### src/rtl/instr_prefetch_unit_if.sv
// Fetch-side bus bundle: instruction-memory read port plus the decode-facing
// head-of-queue handshake.
interface instr_prefetch_if #(
  parameter int unsigned ADDR_W = 32
) ();
  logic              imem_req;
  logic [ADDR_W-1:0] imem_addr;
  logic [31:0]       imem_rdata;
  logic              instr_valid;
  logic [31:0]       instr;
  logic [ADDR_W-1:0] instr_pc;
  logic              instr_ready;

  modport master (
    output imem_req, imem_addr, instr_valid, instr, instr_pc,
    input  imem_rdata, instr_ready
  );

  modport slave (
    input  imem_req, imem_addr, instr_valid, instr, instr_pc,
    output imem_rdata, instr_ready
  );
endinterface

### src/rtl/instr_prefetch_unit.sv
// Instruction prefetch queue with redirect handling and one-cycle memory latency.
// Optional macro IFETCH_PERF_CNT_EN adds fetch_cnt / stall_cnt performance counters.
module instr_prefetch_unit #(
  parameter int unsigned       ADDR_W      = 32,
  parameter logic [ADDR_W-1:0] RESET_PC    = ADDR_W'(32'h0040_0000),
  parameter int unsigned       QUEUE_DEPTH = 4
) (
  input  logic                clk,
  input  logic                rst,
  instr_prefetch_if.master    bus,
  input  logic                redirect,
  input  logic [1:0]          npc_sel,
  input  logic [ADDR_W-1:0]   br_pc,
  input  logic [15:0]         imm16,
  input  logic [25:0]         target26,
  input  logic [ADDR_W-1:0]   jr_target,
  output logic                misalign_err
`ifdef IFETCH_PERF_CNT_EN
  ,
  output logic [31:0]         fetch_cnt,
  output logic [31:0]         stall_cnt
`endif
);

  localparam int unsigned PTR_W = (QUEUE_DEPTH > 1) ? $clog2(QUEUE_DEPTH) : 1;
  localparam int unsigned CNT_W = PTR_W + 1;

  logic [31:0]       r_q_instr [QUEUE_DEPTH];
  logic [ADDR_W-1:0] r_q_pc    [QUEUE_DEPTH];
  logic [PTR_W-1:0]  r_wptr;
  logic [PTR_W-1:0]  r_rptr;
  logic [CNT_W-1:0]  r_count;
  logic              r_valid;
  logic              r_inflight;
  logic              r_misalign;
  logic [ADDR_W-1:0] r_fetch_pc;
  logic [ADDR_W-1:0] r_inflight_pc;

  logic              w_req;
  logic              w_push;
  logic              w_pop;
  logic [ADDR_W-1:0] w_seq;
  logic [ADDR_W-1:0] w_target;
  logic [CNT_W-1:0]  w_count_nxt;

  // Redirect target selection; everything wraps at ADDR_W bits.
  always_comb begin
    w_seq    = br_pc + ADDR_W'(4);
    w_target = w_seq;
    case (npc_sel)
      2'd1:    w_target = w_seq + {{(ADDR_W-18){imm16[15]}}, imm16, 2'b00};
      2'd2:    w_target = (w_seq & ~ADDR_W'(28'hFFF_FFFF)) | ADDR_W'({target26, 2'b00});
      2'd3:    w_target = {jr_target[ADDR_W-1:2], 2'b00};
      default: w_target = w_seq;
    endcase
  end

  // Issue only when the in-flight word is guaranteed a queue slot.
  always_comb begin
    w_req       = !rst && !redirect &&
                  ((r_count + CNT_W'(r_inflight)) < CNT_W'(QUEUE_DEPTH));
    w_push      = r_inflight && !redirect;
    w_pop       = r_valid && bus.instr_ready;
    w_count_nxt = r_count + CNT_W'(w_push) - CNT_W'(w_pop);
  end

  assign bus.imem_req    = w_req;
  assign bus.imem_addr   = r_fetch_pc;
  assign bus.instr_valid = r_valid;
  assign bus.instr       = r_q_instr[r_rptr];
  assign bus.instr_pc    = r_q_pc[r_rptr];
  assign misalign_err    = r_misalign;

  always_ff @(posedge clk) begin
    if (rst) begin
      r_fetch_pc    <= RESET_PC;
      r_inflight    <= 1'b0;
      r_inflight_pc <= '0;
      r_wptr        <= '0;
      r_rptr        <= '0;
      r_count       <= '0;
      r_valid       <= 1'b0;
      r_misalign    <= 1'b0;
      for (int i = 0; i < QUEUE_DEPTH; i++) begin
        r_q_instr[i] <= '0;
        r_q_pc[i]    <= '0;
      end
    end else begin
      r_misalign <= redirect && (npc_sel == 2'd3) && (jr_target[1:0] != 2'b00);
      if (redirect) begin
        // Flush: the response arriving now belongs to the abandoned path.
        r_fetch_pc <= w_target;
        r_inflight <= 1'b0;
        r_wptr     <= '0;
        r_rptr     <= '0;
        r_count    <= '0;
        r_valid    <= 1'b0;
      end else begin
        r_inflight    <= w_req;
        r_inflight_pc <= r_fetch_pc;
        if (w_req) begin
          r_fetch_pc <= r_fetch_pc + ADDR_W'(4);
        end
        if (w_push) begin
          r_q_instr[r_wptr] <= bus.imem_rdata;
          r_q_pc[r_wptr]    <= r_inflight_pc;
          r_wptr            <= r_wptr + PTR_W'(1);
        end
        if (w_pop) begin
          r_rptr <= r_rptr + PTR_W'(1);
        end
        r_count <= w_count_nxt;
        r_valid <= (w_count_nxt != '0);
      end
    end
  end

`ifdef IFETCH_PERF_CNT_EN
  logic [31:0] r_fetch_cnt;
  logic [31:0] r_stall_cnt;

  always_ff @(posedge clk) begin
    if (rst) begin
      r_fetch_cnt <= '0;
      r_stall_cnt <= '0;
    end else begin
      if (w_req) begin
        r_fetch_cnt <= r_fetch_cnt + 32'd1;
      end
      if (r_valid && !bus.instr_ready) begin
        r_stall_cnt <= r_stall_cnt + 32'd1;
      end
    end
  end

  assign fetch_cnt = r_fetch_cnt;
  assign stall_cnt = r_stall_cnt;
`endif

endmodule

### src/flat_wrapper.sv
// flat-port wrapper written by rule: the top's interface ports become plain ports
module instr_prefetch_unit_flat 
#(
  parameter int unsigned       ADDR_W      = 32,
  parameter logic [ADDR_W-1:0] RESET_PC    = ADDR_W'(32'h0040_0000),
  parameter int unsigned       QUEUE_DEPTH = 4
)
  (clk, rst, redirect, npc_sel, br_pc, imm16, target26, jr_target, misalign_err, bus_imem_req, bus_imem_addr, bus_instr_valid, bus_instr, bus_instr_pc, bus_imem_rdata, bus_instr_ready);
  instr_prefetch_if #(.ADDR_W(ADDR_W)) bus_i ();
  input  logic clk;
  input  logic rst;
  input  logic redirect;
  input  logic [1:0] npc_sel;
  input  logic [ADDR_W-1:0] br_pc;
  input  logic [15:0] imm16;
  input  logic [25:0] target26;
  input  logic [ADDR_W-1:0] jr_target;
  output logic misalign_err;
  output wire logic [$bits(bus_i.imem_req)-1:0] bus_imem_req;
  output wire logic [$bits(bus_i.imem_addr)-1:0] bus_imem_addr;
  output wire logic [$bits(bus_i.instr_valid)-1:0] bus_instr_valid;
  output wire logic [$bits(bus_i.instr)-1:0] bus_instr;
  output wire logic [$bits(bus_i.instr_pc)-1:0] bus_instr_pc;
  input wire logic [$bits(bus_i.imem_rdata)-1:0] bus_imem_rdata;
  input wire logic [$bits(bus_i.instr_ready)-1:0] bus_instr_ready;
  assign bus_imem_req = bus_i.imem_req;
  assign bus_imem_addr = bus_i.imem_addr;
  assign bus_instr_valid = bus_i.instr_valid;
  assign bus_instr = bus_i.instr;
  assign bus_instr_pc = bus_i.instr_pc;
  assign bus_i.imem_rdata = bus_imem_rdata;
  assign bus_i.instr_ready = bus_instr_ready;
  instr_prefetch_unit #(.ADDR_W(ADDR_W), .RESET_PC(RESET_PC), .QUEUE_DEPTH(QUEUE_DEPTH)) u_core (.clk(clk), .rst(rst), .bus(bus_i), .redirect(redirect), .npc_sel(npc_sel), .br_pc(br_pc), .imm16(imm16), .target26(target26), .jr_target(jr_target), .misalign_err(misalign_err));
endmodule
### config.mk
export PLATFORM = sky130hd
export DESIGN_NAME = instr_prefetch_unit_flat
export DESIGN_NICKNAME = d
export VERILOG_FILES = /design/src/rtl/instr_prefetch_unit_if.sv /design/src/rtl/instr_prefetch_unit.sv /design/src/flat_wrapper.sv
export SDC_FILE = /design/constraint.sdc
export NUM_CORES = 1
export LEC_CHECK = 0
export CORE_MARGIN = 10
export CORE_UTILIZATION = 43
export DETAILED_ROUTE_END_ITERATION = 10
export PLACE_DENSITY = 0.66
export SYNTH_ARGS = -nofsm -noshare
export SYNTH_HDL_FRONTEND = slang
export SYNTH_SLANG_ARGS = --single-unit
### constraint.sdc
create_clock -name clk -period 11.1 [get_ports clk]
set_input_delay 3.33 -clock clk [delete_from_list [all_inputs] [get_ports clk]]
set_output_delay 3.33 -clock clk [all_outputs]
set_load 0.1 [all_outputs]
==> results.toml <==
[clock_network]
htreeDepth = 2
cts_resized = 0
cts_tree = "done"
postCtsHoldBufs = 0
cts_sinks = 332
cts_setup_buffers = 0
cts_made_buffers = 35
clk-insertion-delay-late_ps = 510
cts.clk_slew.worst_paths_ps = 60
cts_root_buf = "clkbuf_16"
clockBufferDepth = 3

[sta]
setup_violations = 0
slew_viol_final = 0
tightest_slew_ps = 1110
hold_viol = 0
rsz0062_at_grt = "false"
relSlewSlack_pct = 26.0
setup_tns_ps = 0
post-route-min-period_ps = 8780
max_freq_mhz = 114
skew_ps = 15.8
fin_crit_sh_pct = 79.1

[yosys]
synth_warnings = 0
syn_nets = 1604
ys_seq_elements = 332
muxShareOfSynthArea_pct = 13.5
synth_xor_area_share_pct = 4.53
synth_top_family_by_area = "simple AND/OR/NAND/NOR gates"
yosys.area_share.simple_pct = 13.6
yosys.area.top_type = "edfxtp_1"
yosys-top-cells-count = "nor2_1, edfxtp_1, nand2_1"
syn_area_per_cell_sq_um = 11.7
syn_inst = 1420
synth-main-ff-cell = "edfxtp_1"
synth_edf_count = 256
synth_compound_area_share_pct = 6.03
yosysTopAreaCellShare_pct = 46.3
yosys.area_share.adder_pct = 3.10
yosysSeqAreaShare_pct = 55.5
synthTopCellsByArea = "edfxtp_1, mux4_2, dfxtp_1, nor2_1, nand2_1"
synthArstFlopShare_pct = 0
synth_most_common_cell = "nor2_1"
ys_types = 72
syn-cell-area_sq_um = 16600

[drt]
num_vias = 11600
wl_per_cell_um = 20.4
ant_nets = 0
wl_mm = 44.4
via_per_inst = 5.35
drcViolationCount = 0
drtPass1Iterations = 7
dr.first_iter.drc_count = 789

[run_status]
status = "completed"

[global_route]
grt_pass1_wl_mm = 69.3
grt_overflow_total = 0
grt_pass1_vias = 12200
track_usage_pct = 18.6
grt_max_degree = 65
antenna_found_initial = 0

[placed_design]
dp_hpwl_mm = 29.9
place_congestion = 0.905
io_buffers = 242
dp_cells = 2114

[power]
p_per_area_nw_per_um2 = 151
p_leak_uw = 0.00788
peakVddDrop_uv = 93.2

[final_layout]
n_fill_cell = 3320
fin_cells = 2176
drive_gt1_share_pct = 10.7
nets = 1824
diodes = 0
syn_to_final_growth_pct = 24.4

[critical_path]
worstSetupPathType = "input port to output port"
r2r_start = "u_core.r_inflight"
cp-endpoint = "bus_imem_req"
cp-end-kind = "output port"
arrival_ps = 5450
startpoint_type = "input port"
startpoint = "redirect"
critPathRequiredTime_ps = 7770
cp_max_fo = 12
r2r_cells = 11
r2r_end = "u_core.bus.imem_addr[27]"
r2r_setup_slack_ps = 8360

[die]
die_y_um = 217
ios = 243
core_area_sq_um = 37800
rows = 71
dieArea_sq_um = 46900
start_util_pct = 43.9
die_w_um = 217

[worst_hold_path]
holdCritPathClass = "register to register"

[run]
max_cap_viol_count = 0
cell families (layout without fill, tap and decap cells):
logic type,Yosys count,count (layout)
AO/OA/AOI/OAI,145,145
XOR/XNOR,85,85
adder cells (fa/ha/maj),40,40
buffers and inverters,166,411
flip-flops,332,332
multiplexers,125,125
AND/OR/NAND/NOR,527,527
final cells by class:
| class | count | area, sq um | area share, % |
|---|---|---|---|
| clock buffer | 46 | 992 | 4.80 |
| clock inverter | 16 | 135 | 0.654 |
| inverter | 92 | 345 | 1.67 |
| multi-input combinational | 922 | 6820 | 33.0 |
| sequential | 332 | 9220 | 44.6 |
| tap | 511 | 639 | 3.09 |
| timing repair buffer | 257 | 2520 | 12.2 |
state kept, by name (all words and copies together), names as in the netlist, named ones only:
register	flops
u_core.bus.imem_addr	32
u_core.bus.instr_valid	1
u_core.misalign_err	1
u_core.r_count	3
u_core.r_inflight	1
u_core.r_inflight_pc	32
u_core.r_q_instr	128
u_core.r_q_pc	128
u_core.r_rptr	2
u_core.r_wptr	2
stage by stage:
step	setup slack [ps]	total power, uW	util [%]	hold slack [ps]	instance area, sq um
floorplan	2860	1830	-	446	16600
global placement	2350	2010	51.6	476	19500
detailed placement	2330	2010	51.6	480	19500
CTS	2310	3160	54.6	490	20700
global route	2190	3240	54.6	507	20700
finish	2320	3130	54.6	486	20700
per-layer routing:
layer  GRT usage (%)  vias to the layer above  routed length (um)  share of wire [%]
met3            5.21                       61                3600                8.1
met1            23.7                     5642               18900                 43
li1                -                     5523                   -                  -
met2            30.7                      412               20900                 47
met5               0                        -                   0                  0
met4            4.75                        0                 987                2.2
placed cells by master, fill, tap and decap left out, types with 4 or more instances in the layout:
cell | netlist | final
clkinv_1 | 1 | 7
o211ai_1 | 7 | 7
clkbuf_1 | 58 | 6
a21oi_1 | 33 | 33
nand2b_1 | 4 | 4
and4_1 | 4 | 4
o21a_1 | 4 | 4
dfxtp_1 | 76 | 74
buf_4 | 0 | 15
edfxtp_1 | 256 | 256
a211oi_1 | 14 | 14
nand4_1 | 19 | 19
o21ai_0 | 23 | 23
a31oi_1 | 5 | 5
nor2_1 | 282 | 282
xor2_1 | 31 | 31
a21o_1 | 12 | 12
nand3_1 | 23 | 23
clkbuf_16 | 0 | 38
inv_1 | 91 | 91
ha_1 | 38 | 38
o22ai_1 | 5 | 5
nor3_1 | 11 | 11
xnor2_1 | 53 | 53
or3_1 | 5 | 5
clkinv_2 | 0 | 4
nand2_1 | 138 | 135
mux2_2 | 6 | 6
clkdlybuf4s50_1 | 0 | 239
a31o_4 | 0 | 4
and2_1 | 7 | 6
and3_1 | 11 | 11
mux2i_1 | 39 | 39
mux4_2 | 78 | 78
worst min-delay path by stage:
| stage | from | to | cells after the start |
|---|---|---|---|
| global route | u_core.bus.imem_addr[0] | u_core.r_inflight_pc[0] | 2 |
| CTS | u_core.r_inflight_pc[1] | u_core.r_inflight_pc[1] | 2 |
| floorplan | u_core.r_inflight_pc[0] | u_core.r_inflight_pc[0] | 2 |
| finish | u_core.bus.imem_addr[0] | u_core.r_inflight_pc[0] | 2 |
| detailed placement | u_core.r_inflight_pc[1] | u_core.r_inflight_pc[1] | 2 |
| global placement | u_core.r_inflight_pc[1] | u_core.r_inflight_pc[1] | 2 |
power by group:
part / switching (uW) / leakage (uW) / internal, uW / total, uW
Sequential: 32.8 / 0.00328 / 1390 / 1420
Clock: 464 / 0.000549 / 677 / 1140
Combinational: 369 / 0.00406 / 192 / 560
Total: 866 / 0.00788 / 2260 / 3130
critical path, stage by stage:
cell             delay (ps)
buf_2                   100
nor2_1                  300
nand2_1                 350
inv_1                   160
clkdlybuf4s50_1        1190
Power figures use the tool's default switching activity.
